==> src/rtl/pxs_pattern_gen_pkg.sv <==
// ---------------------------------------------------------------------------
// pxs_pattern_gen_pkg
//   Shared definitions for the iPxs test-pattern generator:
//   - stream field positions for the 23-bit VGA stream and 26-bit RGB stream
//   - pattern mode encodings
//   - colour-bar RGB table and shift clamp helper
// ---------------------------------------------------------------------------
package pxs_pattern_gen_pkg;

    // Stream widths.
    localparam int VGA_W = 23;
    localparam int RGB_W = 26;

    // Coordinate width.
    localparam int CW = 10;

    // Field positions. The RGB stream is the VGA stream with {R,G,B}
    // prepended at the top.
    localparam int ACT_BIT = 0;
    localparam int YC_LSB  = 1;
    localparam int XC_LSB  = 11;
    localparam int VS_BIT  = 21;
    localparam int HS_BIT  = 22;
    localparam int B_BIT   = 23;
    localparam int G_BIT   = 24;
    localparam int R_BIT   = 25;

    // Largest usable coordinate shift.
    localparam logic [3:0] SHIFT_MAX = 4'd9;

    typedef enum logic [2:0] {
        PXS_PAT_XOR     = 3'd0,
        PXS_PAT_CHECKER = 3'd1,
        PXS_PAT_BARS    = 3'd2,
        PXS_PAT_HGRAD   = 3'd3,
        PXS_PAT_VGRAD   = 3'd4,
        PXS_PAT_WHITE   = 3'd5,
        PXS_PAT_ANIM    = 3'd6,
        PXS_PAT_BLACK   = 3'd7
    } pxs_pat_t;

    // Colour-bar colours, left to right, as {R,G,B}.
    function automatic logic [2:0] bar_rgb(input logic [2:0] idx);
        case (idx)
            3'd0:    bar_rgb = 3'b111;
            3'd1:    bar_rgb = 3'b110;
            3'd2:    bar_rgb = 3'b011;
            3'd3:    bar_rgb = 3'b010;
            3'd4:    bar_rgb = 3'b101;
            3'd5:    bar_rgb = 3'b100;
            3'd6:    bar_rgb = 3'b001;
            default: bar_rgb = 3'b000;
        endcase
    endfunction

    function automatic logic [3:0] clamp_shift(input logic [3:0] s);
        clamp_shift = (s > SHIFT_MAX) ? SHIFT_MAX : s;
    endfunction

endpackage

==> src/rtl/pxs_pattern_gen_bar_counter.sv <==
// ---------------------------------------------------------------------------
// pxs_bar_counter
//   Counts active pixels within a line and produces the colour-bar index.
//   The counters restart on every Active rising edge; the bar index steps
//   every H_ACTIVE/8 active pixels and saturates at 7.
// Ports:
//   px_clk  in   pixel clock
//   reset   in   asynchronous active-high reset
//   active  in   Active bit of the incoming (stage-0) pixel
//   bar     out  bar index of that pixel, registered (aligned to stage 1)
// ---------------------------------------------------------------------------
module pxs_bar_counter #(
    parameter int H_ACTIVE = 640
) (
    input  logic       px_clk,
    input  logic       reset,
    input  logic       active,
    output logic [2:0] bar
);

    localparam int BAR_W = H_ACTIVE / 8;
    localparam int CNT_W = (BAR_W > 1) ? $clog2(BAR_W) : 1;

    logic             act_d;
    logic             rise;
    logic [CNT_W-1:0] pix_cnt;
    logic [CNT_W-1:0] cur_cnt;
    logic [2:0]       bar_idx;
    logic [2:0]       cur_bar;

    // Position of the current pixel: the first pixel after an Active rising
    // edge is pixel 0 of bar 0 regardless of what the counters held.
    always_comb begin
        rise    = active & ~act_d;
        cur_cnt = rise ? '0 : pix_cnt;
        cur_bar = rise ? 3'd0 : bar_idx;
    end

    always_ff @(posedge px_clk or posedge reset) begin
        if (reset) begin
            act_d   <= 1'b0;
            pix_cnt <= '0;
            bar_idx <= 3'd0;
            bar     <= 3'd0;
        end else begin
            act_d <= active;
            bar   <= cur_bar;
            // Blanking pixels leave both counters untouched.
            if (active) begin
                if (cur_cnt == CNT_W'(BAR_W - 1)) begin
                    pix_cnt <= '0;
                    bar_idx <= (cur_bar == 3'd7) ? 3'd7 : cur_bar + 3'd1;
                end else begin
                    pix_cnt <= cur_cnt + 1'b1;
                    bar_idx <= cur_bar;
                end
            end
        end
    end

endmodule

==> src/rtl/pxs_pattern_gen.sv <==
// ---------------------------------------------------------------------------
// pxs_pattern_gen
//   Test-pattern generator on the iPxs pixel stream. Adds RGB from one of
//   eight patterns to a colourless VGA stream; sync/coordinate fields pass
//   through with a fixed 2-cycle latency. Mode and scale are latched only at
//   frame start so a frame never mixes two patterns.
// Ports:
//   px_clk    in   pixel clock
//   reset     in   asynchronous active-high reset
//   mode_i    in   requested pattern (latched at frame start)
//   shift_i   in   coordinate right-shift, clamped to 9 (latched at frame start)
//   VGAStr_i  in   23-bit VGA stream {HS, VS, XC, YC, Active}
//   RGBStr_o  out  26-bit RGB stream {R, G, B, HS, VS, XC, YC, Active}
//   frame_o   out  frame-start count since reset, wrapping
// ---------------------------------------------------------------------------
module pxs_pattern_gen
    import pxs_pattern_gen_pkg::*;
#(
    parameter int H_ACTIVE    = 640,
    parameter int FCW         = 8,
    parameter int VS_ACTIVE   = 0,
    parameter int SCROLL_STEP = 1
) (
    input  logic             px_clk,
    input  logic             reset,
    input  logic [2:0]       mode_i,
    input  logic [3:0]       shift_i,
    input  logic [VGA_W-1:0] VGAStr_i,
    output logic [RGB_W-1:0] RGBStr_o,
    output logic [FCW-1:0]   frame_o
);

    localparam logic          VS_LVL = 1'(VS_ACTIVE);
    localparam logic [CW-1:0] STEP   = CW'(SCROLL_STEP);

    // Stage 0: incoming pixel.
    logic          in_vs;
    logic          vs_d;
    logic          frame_start;
    logic [CW-1:0] in_xc;
    logic [CW-1:0] in_yc;
    logic [CW-1:0] scroll;
    logic [CW-1:0] xa;

    // Frame-latched controls.
    pxs_pat_t   mode_r;
    logic [3:0] shift_r;

    // Stage 1. Every pattern only looks at the low three bits of the scaled
    // coordinates, so only those are kept.
    logic [VGA_W-1:0] s1_vga;
    logic [2:0]       s1_xs;
    logic [2:0]       s1_ys;
    logic [2:0]       s1_xas;
    pxs_pat_t         s1_mode;
    logic [2:0]       s1_bar;

    // Stage 2 combinational result.
    logic [2:0]       c_xor;
    logic [2:0]       c_anim;
    logic [2:0]       rgb;
    logic [RGB_W-1:0] px_out;

    assign in_vs  = VGAStr_i[VS_BIT];
    assign in_xc  = VGAStr_i[XC_LSB +: CW];
    assign in_yc  = VGAStr_i[YC_LSB +: CW];

    // Frame start is the first input pixel whose VS sits at the active level
    // after a pixel that did not.
    assign frame_start = (in_vs == VS_LVL) && (vs_d != VS_LVL);

    // Scroll offset is taken modulo 2^CW, so truncating the frame count to
    // CW bits before multiplying gives the same result.
    assign scroll = CW'(frame_o) * STEP;
    assign xa     = in_xc + scroll;

    pxs_bar_counter #(
        .H_ACTIVE (H_ACTIVE)
    ) u_bar_counter (
        .px_clk (px_clk),
        .reset  (reset),
        .active (VGAStr_i[ACT_BIT]),
        .bar    (s1_bar)
    );

    // NOTE: all state here uses non-blocking assignments so every register
    // samples the values from before the edge; the frame-start pixel itself
    // is therefore still coloured with the previous mode and shift.
    always_ff @(posedge px_clk or posedge reset) begin
        if (reset) begin
            vs_d     <= 1'b0;
            frame_o  <= '0;
            mode_r   <= PXS_PAT_XOR;
            shift_r  <= 4'd0;
            s1_vga   <= '0;
            s1_xs    <= 3'd0;
            s1_ys    <= 3'd0;
            s1_xas   <= 3'd0;
            s1_mode  <= PXS_PAT_XOR;
            RGBStr_o <= '0;
        end else begin
            vs_d <= in_vs;
            if (frame_start) begin
                frame_o <= frame_o + 1'b1;
                mode_r  <= pxs_pat_t'(mode_i);
                shift_r <= clamp_shift(shift_i);
            end
            s1_vga   <= VGAStr_i;
            s1_xs    <= 3'(in_xc >> shift_r);
            s1_ys    <= 3'(in_yc >> shift_r);
            s1_xas   <= 3'(xa >> shift_r);
            s1_mode  <= mode_r;
            RGBStr_o <= px_out;
        end
    end

    assign c_xor  = s1_xs ^ s1_ys;
    assign c_anim = s1_xas ^ s1_ys;

    // NOTE: rgb and px_out get a full default before the case so no path
    // leaves them unassigned, which would otherwise infer latches.
    always_comb begin
        rgb = 3'b000;
        case (s1_mode)
            PXS_PAT_XOR:     rgb = {c_xor[0], c_xor[1], c_xor[2]};
            PXS_PAT_CHECKER: rgb = {3{s1_xs[0] ^ s1_ys[0]}};
            PXS_PAT_BARS:    rgb = bar_rgb(s1_bar);
            PXS_PAT_HGRAD:   rgb = s1_xs;
            PXS_PAT_VGRAD:   rgb = s1_ys;
            PXS_PAT_WHITE:   rgb = 3'b111;
            PXS_PAT_ANIM:    rgb = {c_anim[0], c_anim[1], c_anim[2]};
            PXS_PAT_BLACK:   rgb = 3'b000;
            default:         rgb = 3'b000;
        endcase
        if (!s1_vga[ACT_BIT]) begin
            rgb = 3'b000;
        end

        px_out                 = '0;
        px_out[R_BIT]          = rgb[2];
        px_out[G_BIT]          = rgb[1];
        px_out[B_BIT]          = rgb[0];
        px_out[HS_BIT]         = s1_vga[HS_BIT];
        px_out[VS_BIT]         = s1_vga[VS_BIT];
        px_out[XC_LSB +: CW]   = s1_vga[XC_LSB +: CW];
        px_out[YC_LSB +: CW]   = s1_vga[YC_LSB +: CW];
        px_out[ACT_BIT]        = s1_vga[ACT_BIT];
    end

endmodule

==> config.mk <==
export PLATFORM = sky130hd
export DESIGN_NAME = pxs_pattern_gen
export DESIGN_NICKNAME = d
export VERILOG_FILES = /design/src/rtl/pxs_pattern_gen_pkg.sv /design/src/rtl/pxs_pattern_gen_bar_counter.sv /design/src/rtl/pxs_pattern_gen.sv
export SDC_FILE = /design/constraint.sdc
export NUM_CORES = 1
export LEC_CHECK = 0
export CAP_MARGIN = 15
export CORE_MARGIN = 5
export CORE_UTILIZATION = 52
export DETAILED_ROUTE_END_ITERATION = 8
export MAX_ROUTING_LAYER = met4
export PLACE_DENSITY_LB_ADDON = 0.08
export SLEW_MARGIN = 5
export SYNTH_ARGS = -nofsm -noshare
export SYNTH_HDL_FRONTEND = slang
export SYNTH_SLANG_ARGS = --single-unit
==> constraint.sdc <==
create_clock -name px_clk -period 8.6 [get_ports px_clk]
set_clock_uncertainty 0.2 [all_clocks]
set_input_delay 2.58 -clock px_clk [delete_from_list [all_inputs] [get_ports px_clk]]
set_output_delay 2.58 -clock px_clk [all_outputs]
set_load 0.01 [all_outputs]
==> flow_summary.yaml <==
finish:
  ff_latch_area_um2: 2230
  drive_above_1_share_pct: 12.1
  fin_area_um2: 5080
  nFillCells: 609
  stdcell_count: 524
  multi_input_area_um2: 1780
  antenna_cells: 0
  syn_to_final_growth_pct: 23.8
  final_util_pct: 65.8
  nets: 461
yosys:
  synthAdderAreaFrac_pct: 3.84
  synth_area_per_cell_um2: 11.7
  netlist_area_um2: 4110
  synth_top_area_share_pct: 54.2
  synth-seq-area-share_pct: 54.2
  async_flop_share_pct: 100
  synth-seq-cells: 89
  netlist_top_cells_count: "dfrtp_1, nand2_1, nor2_1, o21ai_0, a21oi_1"
  ys.warnings.count: 0
  synthMuxAreaShare_pct: 9.75
  synth.most_common_cell: "dfrtp_1"
  ys.flop_type: "dfrtp_1"
  synth_enable_flop_cells: 0
  yosys.area_share.simple_pct: 13.4
  synthCells: 350
  yosys.cell_types.count: 63
  synthXorXnorAreaFrac_pct: 4.05
  yosys-top-cells-area: "dfrtp_1, mux4_2, ha_1"
  synth_area_leader_cell: "dfrtp_1"
  synth_top_family_by_area: "simple AND/OR/NAND/NOR gates"
  synth_compound_area_share_pct: 12.4
  synth_nets: 394
floorplanning:
  io_pins: 66
  core.rowCount: 32
  dieArea_um2: 9780
  die-height_um: 98.9
  start_util_pct: 53.2
  die_w_um: 98.9
  core_um2: 7730
power_and_ir_drop:
  leakage_nw: 2.17
  powerDensity_nw_per_um2: 231
  finalPower_mw: 1.18
  ir_worst_vdd_mv: 0.137
sta:
  rsz0062_at_grt: "false"
  slew-limit-headroom_pct: 61.3
  worst_slew_pin_slew_ns: 0.565
  fin_hold_ws_ns: 0.153
  setup_tns_ns: 0
  setup_viol: 0
  timing.final.ws_setup_ns: 3.71
  drv_slew: 0
  fin_crit_sh_pct: 56.8
  min_period_ns: 4.89
  finalHoldViolCount: 0
  fmaxAchievable_ghz: 0.205
critical_path:
  worst_path_most_repeated_cell: "nand2_1"
  cp-start-kind: "input port"
  cp-end-kind: "register"
  worstPathArrival_ns: 4.91
  path_buf_inv: 1
  cp_cell_sequence: "clkdlybuf4s50_1 -> nor2b_1 -> nor2b_1 -> ha_1 -> nand3_1 -> or4_1 -> nand2_1 -> nand2_1 -> nand2_1 -> o31ai_1"
  crit_required_ns: 8.63
  cpMaxStageDelayCell: "clkdlybuf4s50_1"
  cp_top_family: "simple AND/OR/NAND/NOR gates"
  crit_fanout: 13
  max_stage_delay_ns: 0.62
  crit_type: "input port to register"
detailed_routing:
  drt-initial-drc-count: 112
  routed.top_layer: "met4"
  route.detailed.drc: 0
  wl_met3_um: 335
  vias: 2900
  routed_wl_um: 8350
  via_per_inst: 5.53
  first_pass_iters: 4
  wl_per_cell_um: 15.9
  antenna_left: 0
  wl_met1_um: 3750
  dr_wl_met2_um: 4160
cts:
  clk_pin_slew_worst_paths_ns: 0.09
  htree_levels: 3
  clkSinkCount: 89
  cts_tree: "done"
  cts_made_buffers: 9
  cts.path.max_buffers: 2
  clkLatencyLatePin_ns: 0.35
  postCtsSetupBuffers: 0
  clock-root-buffer: "clkbuf_8"
  cts_resized: 0
  cts_hold_buf: 0
placement:
  dp_hpwl_um: 5970
  dp_cells: 507
  numPortBuffers: 65
  pre_cts_slack_ns: 3.35
  place_congestion: 0.894
  placed_cell_area_um2: 4860
grt:
  antenna_found_initial: 0
  grt_pass1_vias: 2970
  grt.total_usage_pct: 18.9
  grt_pass1_wl_um: 14500
  grt_start_max_net_pins: 90
  overflow: 0
hold_path:
  hold_class: "register to register"
run_status:
  outcome: "complete, no violations"
flow_run:
  cap_violations: 0
-- per-layer routing --
layer	vias to the layer above	global-route usage, %
li1	1410	-
met1	1423	24.8
met2	59	29.4
met3	8	4.81
met4	0	4.94
met5	-	-
-- state kept, by name (all words and copies together), names as in the netlist --
| register | count |
|---|---|
| u_bar_counter.pix_cnt | 7 |
| frame_o | 8 |
| s1_xs | 3 |
| s1_mode | 3 |
| s1_ys | 3 |
| s1_xas | 3 |
| u_bar_counter.bar_idx | 3 |
| u_bar_counter.bar | 3 |
| mode_r | 3 |
| shift_r | 4 |
| RGBStr_o | 26 |
| s1_vga | 23 |
-- cells by family (layout without fill, tap and decap cells) --
logic type,count (synthesis),in the layout
AND/OR/NAND/NOR,102,102
flip-flops,89,89
AO/OA/AOI/OAI,74,74
multiplexers,29,29
buffers and inverters,25,97
XOR/XNOR,19,19
adder cells (fa/ha/maj),12,12
-- layout make-up --
| type | instances | share of cell area [%] |
|---|---|---|
| clock buffers | 12 | 3.25 |
| multi-input cells | 236 | 35.1 |
| well taps | 102 | 2.51 |
| repair buffers | 69 | 13.8 |
| clock inverters | 4 | 0.665 |
| flip-flops and latches | 89 | 43.8 |
| inverters | 12 | 0.911 |
-- final timing paths --
kind,startpoint,to,slack (ns),cells past startpoint
setup / recovery,VGAStr_i[0],u_bar_counter.bar_idx[1],3.71,10
hold / removal,s1_vga[16],RGBStr_o[16],0.15,0
setup reg to reg,s1_vga[0],u_bar_counter.bar_idx[1],6.09,9
hold reg to reg,s1_vga[16],RGBStr_o[16],0.15,0
max in group asynchronous,reset,frame_o[4],5.11,4
min in group asynchronous,reset,RGBStr_o[8],2.46,3
-- power by group --
| group | switching, mW | internal (mW) |
|---|---|---|
| combinational | 0.181 | 0.190 |
| sequential | 0.0557 | 0.472 |
| clock | 0.146 | 0.131 |
-- cells in the final DEF, fill, tap and decap left out, types with 3 or more instances in the layout --
cell / n
clkbuf_8: 12
ha_1: 11
a22oi_1: 3
o22ai_1: 5
clkdlybuf4s50_1: 65
nand2b_1: 7
xnor2_1: 11
a21oi_1: 14
nor2b_1: 9
nand2_1: 25
mux2i_1: 13
nand3_1: 11
nor3_1: 3
dfrtp_1: 89
nand4_1: 6
a211oi_1: 5
mux2_2: 8
buf_4: 3
xor2_1: 8
inv_1: 9
o21ai_0: 16
mux4_2: 8
a31oi_1: 3
nor2_1: 19
Power figures use the tool's default switching activity.
